## config.mk

```make
export PLATFORM = sky130hd
export DESIGN_NAME = interrupt_controller_flat
export DESIGN_NICKNAME = d
export VERILOG_FILES = /design/src/rtl/interrupt_controller_if.sv /design/src/rtl/interrupt_controller.sv /design/src/flat_wrapper.sv
export SDC_FILE = /design/constraint.sdc
export NUM_CORES = 1
export LEC_CHECK = 0
export ABC_AREA = 1
export BUFFER_PORTS_ARGS = -buffer_cell sky130_fd_sc_hd__buf_2
export CORE_ASPECT_RATIO = 1.25
export CORE_MARGIN = 2
export CORE_UTILIZATION = 30
export DETAILED_ROUTE_END_ITERATION = 8
export SLEW_MARGIN = 20
export SYNTH_ARGS = -nofsm -noshare
export SYNTH_HDL_FRONTEND = slang
export SYNTH_SLANG_ARGS = --single-unit
```

## constraint.sdc

```tcl
create_clock -name clk -period 2.7 [get_ports clk]
set_input_delay 0.405 -clock clk [delete_from_list [all_inputs] [get_ports clk]]
set_output_delay 0.405 -clock clk [all_outputs]
set_load 0.005 [all_outputs]
```

## src/rtl/interrupt_controller_if.sv

```systemverilog
// Bus and interrupt-handshake bundle between the CPU core and the
// interrupt controller: core side is master, controller side is slave.
interface interrupt_controller_if;
    logic        select;
    logic        read;
    logic        write;
    logic [3:0]  bwe;
    logic [3:0]  address;
    logic [31:0] dataOut;
    logic [31:0] dataIn;
    logic        readValid;
    logic        waitRequest;
    logic        interruptRequest;
    logic [3:0]  interruptIn;
    logic        interruptAcknowledge;
    logic [3:0]  interruptOut;

    modport master (
        output select, read, write, bwe, address, dataOut,
        output interruptAcknowledge, interruptOut,
        input  dataIn, readValid, waitRequest,
        input  interruptRequest, interruptIn
    );

    modport slave (
        input  select, read, write, bwe, address, dataOut,
        input  interruptAcknowledge, interruptOut,
        output dataIn, readValid, waitRequest,
        output interruptRequest, interruptIn
    );
endinterface

```

## src/rtl/interrupt_controller.sv

```systemverilog
// 16-source interrupt controller: edge/level latching, mask, fixed
// priority with nesting, one vector at a time toward the core.
// Ports: clk, reset (sync, active-low), irq[15:0], bus (slave modport:
// register bus PENDING/MASK/MODE/INSERVICE plus interrupt handshake).
module interrupt_controller (
    input  logic                         clk,
    input  logic                         reset,
    input  logic [15:0]                  irq,
    interrupt_controller_if.slave        bus
);
    localparam logic [1:0] IDLE = 2'd0;
    localparam logic [1:0] REQ  = 2'd1;
    localparam logic [1:0] GAP  = 2'd2;

    logic [15:0] r_irq;
    logic [15:0] r_pend;
    logic [15:0] r_mask;
    logic [15:0] r_mode;
    logic [15:0] r_insvc;
    logic [1:0]  r_state;
    logic [3:0]  r_vec;
    logic        r_rv;
    logic [31:0] r_rdata;

    logic        w_wr;
    logic        w_rd;
    logic [1:0]  w_sel;
    logic [15:0] w_lanes;
    logic [15:0] w_wbits;
    logic [15:0] w_w1c;
    logic [15:0] w_eoi;
    logic        w_ack;
    logic [15:0] w_ack_bit;
    logic [15:0] w_rise;
    logic [15:0] w_pend_nxt;
    logic [15:0] w_insvc_nxt;
    logic [15:0] w_limit;
    logic [15:0] w_cand;
    logic        w_found;
    logic [3:0]  w_idx;
    logic [15:0] w_rsel;

    assign w_wr    = bus.select & bus.write;
    assign w_rd    = bus.select & bus.read;
    assign w_sel   = bus.address[3:2];
    assign w_lanes = {{8{bus.bwe[1]}}, {8{bus.bwe[0]}}};
    assign w_wbits = bus.dataOut[15:0] & w_lanes;

    // W1C on PENDING only touches edge-mode bits
    assign w_w1c = (w_wr && w_sel == 2'd0) ? (w_wbits & r_mode) : 16'd0;
    assign w_eoi = (w_wr && w_sel == 2'd3) ? w_wbits : 16'd0;

    assign w_ack = (r_state == REQ) & bus.interruptAcknowledge
                 & (bus.interruptOut == r_vec);
    assign w_ack_bit = w_ack ? (16'd1 << r_vec) : 16'd0;

    assign w_rise = irq & ~r_irq;

    // Edge: a new rising edge beats any clear in the same cycle.
    // Level: pending simply follows the registered line.
    assign w_pend_nxt = (r_mode & ((r_pend & ~w_w1c & ~w_ack_bit) | w_rise))
                      | (~r_mode & irq);

    // Ack is OR'd last so it wins over an EOI to the same bit
    assign w_insvc_nxt = (r_insvc & ~w_eoi) | w_ack_bit;

    // Isolate lowest in-service bit, minus one gives the mask of strictly
    // higher-priority sources; wraps to all ones when nothing is in service.
    assign w_limit = (r_insvc & (~r_insvc + 16'd1)) - 16'd1;
    assign w_cand  = r_pend & r_mask & ~r_insvc & w_limit;

    always_comb begin
        w_found = 1'b0;
        w_idx   = 4'd0;
        for (int i = 15; i >= 0; i--) begin
            if (w_cand[i]) begin
                w_found = 1'b1;
                w_idx   = 4'(i);
            end
        end
    end

    always_comb begin
        w_rsel = 16'd0;
        case (w_sel)
            2'd0:    w_rsel = r_pend;
            2'd1:    w_rsel = r_mask;
            2'd2:    w_rsel = r_mode;
            default: w_rsel = r_insvc;
        endcase
    end

    always_ff @(posedge clk) begin
        if (!reset) begin
            r_irq   <= 16'd0;
            r_pend  <= 16'd0;
            r_mask  <= 16'd0;
            r_mode  <= 16'd0;
            r_insvc <= 16'd0;
            r_rv    <= 1'b0;
            r_rdata <= 32'd0;
        end else begin
            r_irq   <= irq;
            r_pend  <= w_pend_nxt;
            r_insvc <= w_insvc_nxt;
            if (w_wr && w_sel == 2'd1)
                r_mask <= (r_mask & ~w_lanes) | w_wbits;
            if (w_wr && w_sel == 2'd2)
                r_mode <= (r_mode & ~w_lanes) | w_wbits;
            r_rv    <= w_rd;
            r_rdata <= w_rd ? {16'd0, w_rsel} : 32'd0;
        end
    end

    always_ff @(posedge clk) begin
        if (!reset) begin
            r_state <= IDLE;
            r_vec   <= 4'd0;
        end else begin
            case (r_state)
                IDLE: begin
                    if (w_found) begin
                        r_vec   <= w_idx;
                        r_state <= REQ;
                    end
                end
                REQ: begin
                    if (w_ack)
                        r_state <= GAP;
                end
                GAP:     r_state <= IDLE;
                default: r_state <= IDLE;
            endcase
        end
    end

    assign bus.interruptRequest = (r_state == REQ);
    assign bus.interruptIn      = r_vec;
    assign bus.readValid        = r_rv;
    assign bus.dataIn           = r_rdata;
    assign bus.waitRequest      = 1'b0;
endmodule

```

## src/flat_wrapper.sv

```systemverilog
// flat-port wrapper written by rule: the top's interface ports become plain ports
module interrupt_controller_flat 
  (clk, reset, irq, bus_select, bus_read, bus_write, bus_bwe, bus_address, bus_dataOut, bus_interruptAcknowledge, bus_interruptOut, bus_dataIn, bus_readValid, bus_waitRequest, bus_interruptRequest, bus_interruptIn);
  interrupt_controller_if bus_i ();
  input  logic clk;
  input  logic reset;
  input  logic [15:0] irq;
  input wire logic [$bits(bus_i.select)-1:0] bus_select;
  input wire logic [$bits(bus_i.read)-1:0] bus_read;
  input wire logic [$bits(bus_i.write)-1:0] bus_write;
  input wire logic [$bits(bus_i.bwe)-1:0] bus_bwe;
  input wire logic [$bits(bus_i.address)-1:0] bus_address;
  input wire logic [$bits(bus_i.dataOut)-1:0] bus_dataOut;
  input wire logic [$bits(bus_i.interruptAcknowledge)-1:0] bus_interruptAcknowledge;
  input wire logic [$bits(bus_i.interruptOut)-1:0] bus_interruptOut;
  output wire logic [$bits(bus_i.dataIn)-1:0] bus_dataIn;
  output wire logic [$bits(bus_i.readValid)-1:0] bus_readValid;
  output wire logic [$bits(bus_i.waitRequest)-1:0] bus_waitRequest;
  output wire logic [$bits(bus_i.interruptRequest)-1:0] bus_interruptRequest;
  output wire logic [$bits(bus_i.interruptIn)-1:0] bus_interruptIn;
  assign bus_i.select = bus_select;
  assign bus_i.read = bus_read;
  assign bus_i.write = bus_write;
  assign bus_i.bwe = bus_bwe;
  assign bus_i.address = bus_address;
  assign bus_i.dataOut = bus_dataOut;
  assign bus_i.interruptAcknowledge = bus_interruptAcknowledge;
  assign bus_i.interruptOut = bus_interruptOut;
  assign bus_dataIn = bus_i.dataIn;
  assign bus_readValid = bus_i.readValid;
  assign bus_waitRequest = bus_i.waitRequest;
  assign bus_interruptRequest = bus_i.interruptRequest;
  assign bus_interruptIn = bus_i.interruptIn;
  interrupt_controller u_core (.clk(clk), .reset(reset), .irq(irq), .bus(bus_i));
endmodule
```

======== Yosys cells after proc, flatten, opt, wreduce, memory -nomap -nowiden ========
Cells that the tools add are included.
W data, S select, Z words.
word-level totals
  flip-flop bits (word level) ............. 119
  output and inout bits ................... 39
  word-level logic and storage cells ...... 98
cells by class
  add/sub/neg operators ................... 2
  eq/ne operators ......................... 7
  shift operators ......................... 1
  multiplexer cells ....................... 39
  bitwise logic cells ..................... 30
  reductions and logical operators ........ 9
operators by type and width
  kind                     number
  $and A16 B16 Y16         14
  $not A16 Y16             7
  $or A16 B16 Y16          5
  $mux W4                  16
  $mux W16                 3
  $pmux W16 S3             1
  $add A16 B1 Y16 const B  1
  $mux W1                  16
  $shl A1 B4 Y16 const A   1
  $sub A16 B1 Y16 const B  1
  $reduce_and A2 Y1        3
  $and A1 B1 Y1            4
  $eq A2 B1 Y1 const B     2
  $eq A2 B2 Y1 const B     2
  $eq A4 B4 Y1             1
  $logic_and A1 B1 Y1      4
  $logic_not A2 Y1         2
  $mux W2                  2
  $ne A2 B1 Y1 const B     2
  $pmux W2 S2              1

======== Logic depth before layout (Yosys ltp) ========
Gate-level depths: netlist of run 1.
  depth after elaboration ................. 23
  mapped depth ............................ 21

======== Worst setup path before layout of run 1 ========
No wires, ideal clock.
  path kind ............................... register to register
  start ................................... register u_core.r_insvc[1]
  end ..................................... register u_core.r_vec[2] (netlist: u_core.bus.interruptIn[2])
  arrival time ............................ 1.735 ns
  path slack .............................. 0.837 ns
  stages on the path, launching flop included .. 15
  buffers on the path ..................... 0
  cells stage by stage .................... dfxtp_1 nor2_4 nand2_2 nor2_4 nand2_4 nor2_8 nand2_4 nor2_4 nand4_1 nand3b_1 nand3_2 o21ai_4 nor3_1 a21oi_1 nor2_1
between the ends
  cells in the longest elaborated chain, start to end .. 22
  elaborated cells between the ends (all ways) .. 39
RTL lines
  item                                line                                                    source
  start: declaration                  interrupt_controller.sv:19                              logic [15:0] r_insvc;
  start signal: assignment            interrupt_controller.sv:105                             r_insvc <= w_insvc_nxt;
  $not A16 Y16                        interrupt_controller.sv:69, interrupt_controller.sv:70
  $add A16 B1 Y16                     interrupt_controller.sv:69                              assign w_limit = (r_insvc & (~r_insvc + 16'd1)) - 16'd1;
  $and A16 B16 Y16                    interrupt_controller.sv:69
  $sub A16 B1 Y16                     interrupt_controller.sv:69
  $and A16 B16 Y16 *                  interrupt_controller.sv:70                              assign w_cand = r_pend & r_mask & ~r_insvc & w_limit;
  $mux W1 (16 in a row)               interrupt_controller.sv:76                              if (w_cand[i]) begin
  $reduce_and A2 Y1 (no source line)  --
  end signal: assignment              interrupt_controller.sv:123                             r_vec <= w_idx;
  end: declaration                    interrupt_controller.sv:21                              logic [3:0] r_vec;
Every way passes the cells marked *; elsewhere a longest branch is shown, timed or not.
A chain may end at the register's enable or synchronous reset.

======== Final worst setup path of run 1 ========
  start ................................... register u_core.r_insvc[0]
  end ..................................... register u_core.r_vec[2] (netlist: u_core.bus.interruptIn[2])
The elaborated chain is that of the path after synthesis.

==> impl_results.md, run 1 <==
- Power Density: 526 nW/µm²
- Total power: between 3000 and 4000 µW
- Layout cell share with drive strength beyond 1: 0.140
- Worst-path clk slew: 0.07 ns
- Initial Utilization: 0.306
- Fmax: 0.461 GHz
- CP Launch Type: flip-flop
- Layout Skew: 0.00711 ns
- Post-synth EDFFs: 0
- Vias per cell: roughly 4.6
- Vias in the first global route: about 4400
- Die ar.: 17500 µm²
- Chain of cells forming the critical path: nor2_4 -> nand2_2 -> nor2_4 -> nand2_4 -> nor2_8 -> nand2_4 -> nor2_4 -> nand4_1 -> nand3b_1 -> nand3_2 -> o21ai_4 -> nor3_1 -> a21oi_1 -> nor2_1
- Syn_area_per_cell: 6.90 µm²
- Worst setup endpoint: u_core.bus.interruptIn[2]
- Post-CTS Setup Inserts: 0
- Total grt overflow: 0
- CTS tree: done
- Filler instances: 1808
- Final antenna-violating net count: 0
- Die H: around 150 µm
- Setup TNS: 0 ns
- Routed WL: 14.1 mm
- Iter 0 DRT Violations: ~360
- Post-CTS sizing: 0
- Synth Register Bits: 103
- Register area share after synthesis: 0.418
- Drt pass-1 iters: 5
- Placeable Area: 16100 µm²
- Worst Hold Class: in2reg
- Max Slew Vio Count: 0
- Crit-path max cell delay: 0.37 ns
- Final GP Congestion: 0.916
- Largest net degree at the start of global routing: between 40 and 50
- Initial antenna violation count: 0
- R2R setup slack: ~0.53 ns
- Final hold vios: 0
- DR DRC count: 0
- Mapped Cells: 715
- Site Rows: between 50 and 60
- Most frequent cells in the layout: 138 x nand2_1, 117 x inv_1, 103 x dfxtp_1
- Worst setup EP type: flip-flop
- Slowest cell on the critical path: dfxtp_1
- R2r worst-path depth: 14
- Crit path max fanout: 7
- Vias: between 4000 and 5000
- Crit Path Class: reg2reg
- Share of Yosys cell area claimed by the top area cell type: 0.418
- Final HPWL from detailed placement: roughly 11 mm
- Maxcap violations: 0
- CTS H-tree depth: 3
- Min cycle time layout: 2.17 ns
- Clk_lat worst skew: between 0.3 and 0.4 ns
- First-pass GRT wire length: 22.8 mm
- Gr usage total: 0.164
- Post-Syn Area: 4930 µm²
- Most frequent CP cell: nor2_4
- Peak supply drop: 0.260 mV
- Asr flop ratio synth: 0
- Synth cell types: 34
- Boundary Pins: 105
- Final period utilization: 0.803
- Synth top area cells: dfxtp_1 42%, nand2_1 10%, inv_1 8.9%
- CTS Buf Count: 9
- Area Overhead vs Synth: 16.7%
- Reg2reg end: u_core.bus.interruptIn[2]
- Pleak: roughly 0.0025 µW
- Crit Reg-Reg Startpoint: u_core.r_insvc[0]
- Crit path launch: u_core.r_insvc[0]
- WL/cell: 14.0 µm
- Clock Path Buffers: 2
- Critical Path RT: 2.93 ns
- Synth warn: 0
- Worst EP arrival: 2.40 ns
- Root buf cell: clkbuf_16
- DIE WIDTH: 119 µm
- Final nets: 849
- CTS sink cnt: 103
- IO buf count: 67
- Ys flop type: dfxtp_1
- Status: complete, no violations
- Max-slew headroom: 0.656
- Hold-fix buffers, CTS: 0
- Yosys top cell by area: dfxtp_1
- Finish-stage setup viols: 0
- Most common cell after layout, fill and taps aside: nand2_1
- Tightest Pin Transition: 0.512 ns
- Inserted Diodes: 0
- Setup repair after global routing missed its margin: false
cell families (layout without fill, tap and decap cells):
logic type	Yosys count	count (layout)	synth area share
AOI/OAI and AO/OA	160	160	0.179
and+or+nand+nor	291	291	0.267
DFF	103	103	0.418
buffers and inverters	160	215	0.135
other	1	17	0.000760
per-layer routing:
| layer | wire [µm] | global-route usage | vias up |
|---|---|---|---|
| met3 | 654 | 0.0289 | 24 |
| met4 | 338 | 0.0643 | 0 |
| li1 | - | - | 2428 |
| met2 | 6350 | 0.261 | 124 |
| met5 | 0 | 0 | - |
| met1 | 6720 | 0.222 | 2044 |
cell usage after synthesis, types with 8 or more instances:
cell	instances
nand4_1	26
clkbuf_1	22
nor3_1	10
o221ai_1	8
o21ai_0	74
buf_4	17
a21oi_1	60
nand3_1	43
nand2_1	138
nor2_1	57
dfxtp_1	103
inv_1	117
worst min-delay path by stage:
stage | start | endpoint | slack [ns] | cells after the start
4_1_cts | irq[2] | u_core.r_irq[2] | 0.26 | 3
6_report | irq[2] | u_core.r_irq[2] | 0.26 | 3
2_1_floorplan | flip-flop | flip-flop | 0.44 | 2
5_1_grt | irq[2] | u_core.r_irq[2] | 0.27 | 3
3_5_place_dp | flip-flop | flip-flop | 0.46 | 2
3_3_place_gp | u_core.r_irq[2] | u_core.r_pend[2] | 0.45 | 3
critical path: cells and delay by family (launching register included):
kind            cells  cell delay, ns
compound gates      2            0.37
simple gates       12            1.32
flops               1            0.37
area by class of cell:
cell class,count,area [µm²],area share
Timing Repair Buffer,82,448,0.0778
Inverter,119,447,0.0776
Tap cell,216,270,0.0469
Multi-Input combinational cell,468,2270,0.394
Clock inverter,3,21.3,0.00369
Sequential cell,103,2060,0.358
Clock buffer,11,243,0.0422
through the flow:
stage	std cells	utilization	hold WS, ns	instance area (µm²)	setup slack [ns]
finish	1002	0.357	0.262	5760	0.531
global placement	988	0.340	0.452	5490	0.551
CTS	1002	0.357	0.257	5760	0.519
global route	1002	0.357	0.268	5760	0.298
detailed placement	988	0.340	0.462	5490	0.525
floorplan	731	-	0.444	4990	0.837
where the power goes:
| group | total (µW) | leakage [µW] | switching [µW] | internal, µW |
|---|---|---|---|---|
| combinational | 248 | 0.00156 | 163 | 84.6 |
| sequential | 1590 | 0.000840 | 26.8 | 1560 |
| clock | 1190 | 0.000127 | 554 | 641 |
| total | 3030 | 0.00253 | 743 | 2290 |
Note: power is estimated with default switching activity, not from simulation.
==> run 2, diff against run 1 <==
--- a/config.mk
+++ b/config.mk
@@ -5,7 +5,7 @@
 export SDC_FILE = /design/constraint.sdc
 export NUM_CORES = 1
 export LEC_CHECK = 0
-export ABC_AREA = 1
+export ABC_AREA = 0
 export BUFFER_PORTS_ARGS = -buffer_cell sky130_fd_sc_hd__buf_2
 export CORE_ASPECT_RATIO = 1.25
 export CORE_MARGIN = 2
==> constraint.sdc (replaced) <==
create_clock -name clk -period 2.3 [get_ports clk]
set_input_delay 0.345 -clock clk [delete_from_list [all_inputs] [get_ports clk]]
set_output_delay 0.345 -clock clk [all_outputs]
set_load 0.005 [all_outputs]
==> impl_results.md, run 2 <==
- Status: complete, no violations
- Worst-path clk slew: 0.07 ns
- Root buf cell: clkbuf_16
- Min cycle time layout: approximately 2.0 ns
- Hold Startpoint: irq[12]
- Total grt overflow: 0
- Synth cell types: roughly 50
- Crit path launch: u_core.bus.interruptIn[2]
- WL/cell: 16.2 µm
- Site Rows: 50
- Pleak: 0.00213 µW
- Yosys top cell by area: dfxtp_1
- Gr usage total: 0.154
- Synth cell count leaders: 103 x dfxtp_1, 80 x nand2_1, 42 x nor2_1, 34 x a21oi_1, 34 x mux2i_1
- Layout Skew: 0.0102 ns
- Synth top area cells: dfxtp_1 45%, mux2i_1 7.4%, mux4_2 7.3%
- Final nets: about 630
- Initial Utilization: 0.308
- Synth Area in XOR/XNOR: 0.00757
- Boundary Pins: between 100 and 150
- Peak supply drop: between 0.2 and 0.3 mV
- Mapped Cells: 489
- Iter 0 DRT Violations: 236
- Crit path max fanout: 7
- Worst setup EP type: flip-flop
- Vias per cell: 5.09
- Critical Path RT: 2.55 ns
- Share of Yosys cell area claimed by the top area cell type: 0.446
- Inserted Diodes: 0
- R2r worst-path depth: 5
- IO buf count: 67
- Worst EP arrival: approximately 2.3 ns
- CTS Buf Count: 9
- Final antenna-violating net count: 0
- Vias: between 3000 and 4000
- Vias in the first global route: 3804
- Synth warn: 0
- Most common cell after layout, fill and taps aside: dfxtp_1
- Largest net degree at the start of global routing: 31
- Die H: 143 µm
- Asr flop ratio synth: 0
- Setup slack after layout: approximately 0.3 ns
- Final hold vios: 0
- Initial antenna violation count: 0
- Largest family of logic cells by synthesized area: simple AND/OR/NAND/NOR gates
- Final HPWL from detailed placement: 9.08 mm
- Post-Syn Area: 4630 µm²
- Drt pass-1 iters: 5
- Die ar.: 16400 µm²
- Crit Path Class: reg2reg
- Hold-fix buffers, CTS: 0
- Simple-Gate Fraction of Synth Area: 0.237
- CTS sink cnt: slightly above 100
- Crit Reg-Reg Startpoint: u_core.bus.interruptIn[2]
- Pre-CTS WS: 0.275 ns
- Setup TNS: 0 ns
- Post-CTS Setup Inserts: 0
- Area Overhead vs Synth: 18.1%
- Synth Register Bits: around 100
- First-pass GRT wire length: 19.7 mm
- Register area share after synthesis: 0.446
- Clock Path Buffers: 2
- Compound-gate portion of the synthesized area: 0.111
- Most frequent cells in the layout: 103 x dfxtp_1, 80 x nand2_1, 67 x buf_2
- Routed WL: roughly 12 mm
- Syn_area_per_cell: 9.46 µm²
- Mux share of post-synthesis cell area: 0.152
- Placeable Area: 15000 µm²
- Tightest Pin Transition: 0.555 ns
- Worst Hold Class: in2reg
- Maxcap violations: 0
- Post-CTS sizing: 0
- Final GP Congestion: 0.841
- Post-synth EDFFs: 0
- Fmax: 0.499 GHz
- Ys flop type: dfxtp_1
- DR DRC count: 0
- Setup repair after global routing missed its margin: false
- Count leader, synth: dfxtp_1
- Finish-stage setup viols: 0
- Power Density: roughly 660 nW/µm²
- CTS tree: done
- CTS H-tree depth: 3
- Hold depth: 2
- Max-slew headroom: 0.630
- Final period utilization: 0.871
- Adder-cell share of the synthesized area: 0
- Layout cell share with drive strength beyond 1: 0.231
- Max Slew Vio Count: 0
- CP Launch Type: flip-flop
- DIE WIDTH: 115 µm
- Clk_lat worst skew: 0.36 ns
run 2: final timing paths:
kind / endpoint / slack, ns
worst min-delay path: u_core.r_irq[12] / 0.22
worst max-delay path: u_core.r_pend[3] / 0.30
worst min register to register: u_core.r_pend[1] / 0.48
worst max register to register: u_core.r_pend[3] / 0.30
run 2: cell families after synthesis:
| kind of cell | after synthesis |
|---|---|
| AND/OR/NAND/NOR | 217 |
| flip-flops | 103 |
| AO/OA/AOI/OAI | 77 |
| multiplexers | 50 |
| buffers and inverters | 37 |
| XOR/XNOR | 4 |
| other | 1 |
run 2: per-layer routing:
layer  vias up  track usage  wire length [µm]
met5         -            0                 0
met4         0       0.0558               234
met3        21       0.0335               540
met2       106        0.273              6390
met1      1867        0.182              5060
li1       1836            -                 -
run 2: power by group:
group / switching (µW) / internal (µW) / total [µW]
Combinational: 137 / 108 / 245
Sequential: 27.0 / 1830 / 1850
Clock: 686 / 796 / 1480
Total: 850 / 2730 / 3580
run 2: per-stage QoR:
step	area [µm²]	power, µW	util	instances	hold WS, ns
3_5_place_dp	5180	2140	0.345	737	0.470
2_1_floorplan	4690	2050	-	505	0.444
5_1_grt	5460	3700	0.364	753	0.214
3_3_place_gp	5180	2130	0.345	737	0.461
4_1_cts	5460	3600	0.364	753	0.211
6_report	5460	3580	0.364	753	0.217
run 2: critical path: stages, from the launching register on:
cell	delay, ns
dfxtp_1	0.49
xor2_1	0.13
nor4_2	0.47
nor3b_2	0.37
nand3_1	0.19
a22o_1	0.24
run 2: final cells by class:
class / instances / area [µm²]
fill: 1554 / 9550
multi-input combinational: 365 / 2410
sequential: 103 / 2060
timing repair buffer: 84 / 463
clock buffer: 12 / 256
tap: 182 / 228
clock inverter: 4 / 28.8
inverter: 3 / 11.3
==> run 3, diff against run 2 <==
--- a/config.mk
+++ b/config.mk
@@ -7,10 +7,13 @@
 export LEC_CHECK = 0
 export ABC_AREA = 0
 export BUFFER_PORTS_ARGS = -buffer_cell sky130_fd_sc_hd__buf_2
+export CELL_PAD_IN_SITES_DETAIL_PLACEMENT = 0
+export CELL_PAD_IN_SITES_GLOBAL_PLACEMENT = 2
 export CORE_ASPECT_RATIO = 1.25
 export CORE_MARGIN = 2
 export CORE_UTILIZATION = 30
 export DETAILED_ROUTE_END_ITERATION = 8
+export PLACE_DENSITY_LB_ADDON = 0.1
 export SLEW_MARGIN = 20
 export SYNTH_ARGS = -nofsm -noshare
 export SYNTH_HDL_FRONTEND = slang
==> impl_results.md, run 3 (same netlist as run 2, synthesis figures left out) <==
- Total power: 3890 µW
- WL/cell: 17.0 µm
- Crit path max fanout: 6
- First-pass GRT wire length: 20.4 mm
- Comb pwr share: 0.064
- Placeable Area: 15000 µm²
- Worst Hold Class: in2reg
- Final period utilization: 0.863
- Layout cell share with drive strength beyond 1: 0.237
- Max Slew Vio Count: 0
- Iter 0 DRT Violations: 167
- Clock Path Buffers: 2
- Die ar.: 16400 µm²
- Internal power: 3030 µW
- Final GP Congestion: 0.798
- Routed WL: 12.8 mm
- Setup TNS: 0 ns
- Fmax: about 0.5 GHz
- DR DRC count: 0
- CTS H-tree depth: 3
- Layout Skew: 0.00846 ns
- Root buf cell: clkbuf_16
- Worst-path clk slew: roughly 0.07 ns
- Maxcap violations: 0
- Final hold vios: 0
- Final nets: 636
- Hold-fix buffers, CTS: 0
- Vias per cell: 4.86
- Initial antenna violation count: 0
- Sequential share of power: 0.477
- DIE WIDTH: 115 µm
- Worst EP arrival: 2.27 ns
- Finish-stage setup viols: 0
- CTS Buf Count: 9
- Max-slew headroom: 0.646
- Filler instances: between 1500 and 2000
- Die H: 143 µm
- Area taken by multi-input logic gates: between 2000 and 2500 µm²
- Final core occ: 0.370
- Pleak: 0.00218 µW
- Inserted Diodes: 0
- Status: complete, no violations
- Most common cell after layout, fill and taps aside: dfxtp_1
- R2R setup slack: 0.31 ns
- Switching pwr: 854 µW
- Initial Utilization: 0.308
- Cells after DPL: between 700 and 800
- CTS sink cnt: 103
- Boundary Pins: 105
- Clock network fraction of total power: 0.459
- Critical Path RT: around 2.6 ns
- Gr usage total: 0.163
- Vias in the first global route: 3729
- Tightest Pin Transition: between 0.5 and 0.6 ns
- IO buf count: 67
- CP Launch Type: flip-flop
- Worst setup EP type: flip-flop
- Setup repair after global routing missed its margin: false
- Switching share of power: 0.220
- Post-CTS Setup Inserts: 0
- Power Density: 700 nW/µm²
- Largest net degree at the start of global routing: 24
- Total grt overflow: 0
- Min cycle time layout: 1.99 ns
- Final antenna-violating net count: 0
- Post-CTS sizing: 0
- Drt pass-1 iters: 4
- Area Overhead vs Synth: 20.0%
- Vias: 3678
- Most frequent cells in the layout: 103 x dfxtp_1, 80 x nand2_1, 67 x buf_2
- Final std cells w/o fill: 757
- Site Rows: 50
- Final HPWL from detailed placement: 9.46 mm
- FF+latch area: 2060 µm²
- Clk_lat worst skew: 0.35 ns
- CTS tree: done
- Peak supply drop: 0.390 mV
- Crit Path Class: reg2reg
==> run 3: cell types whose count changed in the layout (fill, tap and decap cells not counted), sizes merged <==
cell      delta
buf          +4
bufinv       +3
clkinvlp     -2
clkbuf       -1
==> run 3: layout make-up <==
class	count	share of cell area
tap	182	0.0410
timing repair buffer	88	0.0888
multi-input combinational	365	0.435
clock inverter	5	0.0187
inverter	3	0.00203
sequential	103	0.371
clock buffer	11	0.0437
==> run 3: final timing paths <==
check,from,end,depth (start not counted)
hold reg to reg,u_core.r_insvc[8],u_core.r_insvc[8],2
setup reg to reg,u_core.r_insvc[6],u_core.bus.interruptIn[0],6
hold / removal,irq[3],u_core.r_irq[3],2
setup / recovery,u_core.r_insvc[6],u_core.bus.interruptIn[0],6
==> run 3: power by group through the flow <==
stage                     combinational, µW  clock, µW  sequential, µW
after floorplan                         162          0            1890
after global placement                  250          0            1890
after detailed placement                252          0            1890
after CTS                               252       1830            1850
after global routing                    277       1900            1860
final                                   248       1790            1850
==> run 3: worst max-delay path, stage by stage, from the launching register on <==
cell       delay, ns
dfxtp_1         0.36
or3_4           0.38
nor4b_1         0.41
o2111ai_1       0.20
a21oi_1         0.26
o221ai_1        0.16
mux2i_1         0.15
==> run 3: per-layer routing <==
metal  GRT usage  wire length, µm  vias to the layer above  share of wire
li1            -                -                     1848              -
met2       0.272             6200                       87           0.48
met3      0.0352              476                       13          0.037
met5           0                0                        -              0
met4      0.0476              186                        0          0.014
met1       0.212             5980                     1730           0.47
==> run 3: metrics by stage <==
step / worst slack, ns / hold slack [ns] / instance area, µm²
after CTS: 0.329 / 0.205 / 5550
after detailed placement: 0.344 / 0.471 / 5210
after global routing: 0.164 / 0.223 / 5550
after floorplan: 0.606 / 0.444 / 4690
final: 0.315 / 0.214 / 5550
after global placement: 0.403 / 0.464 / 5210
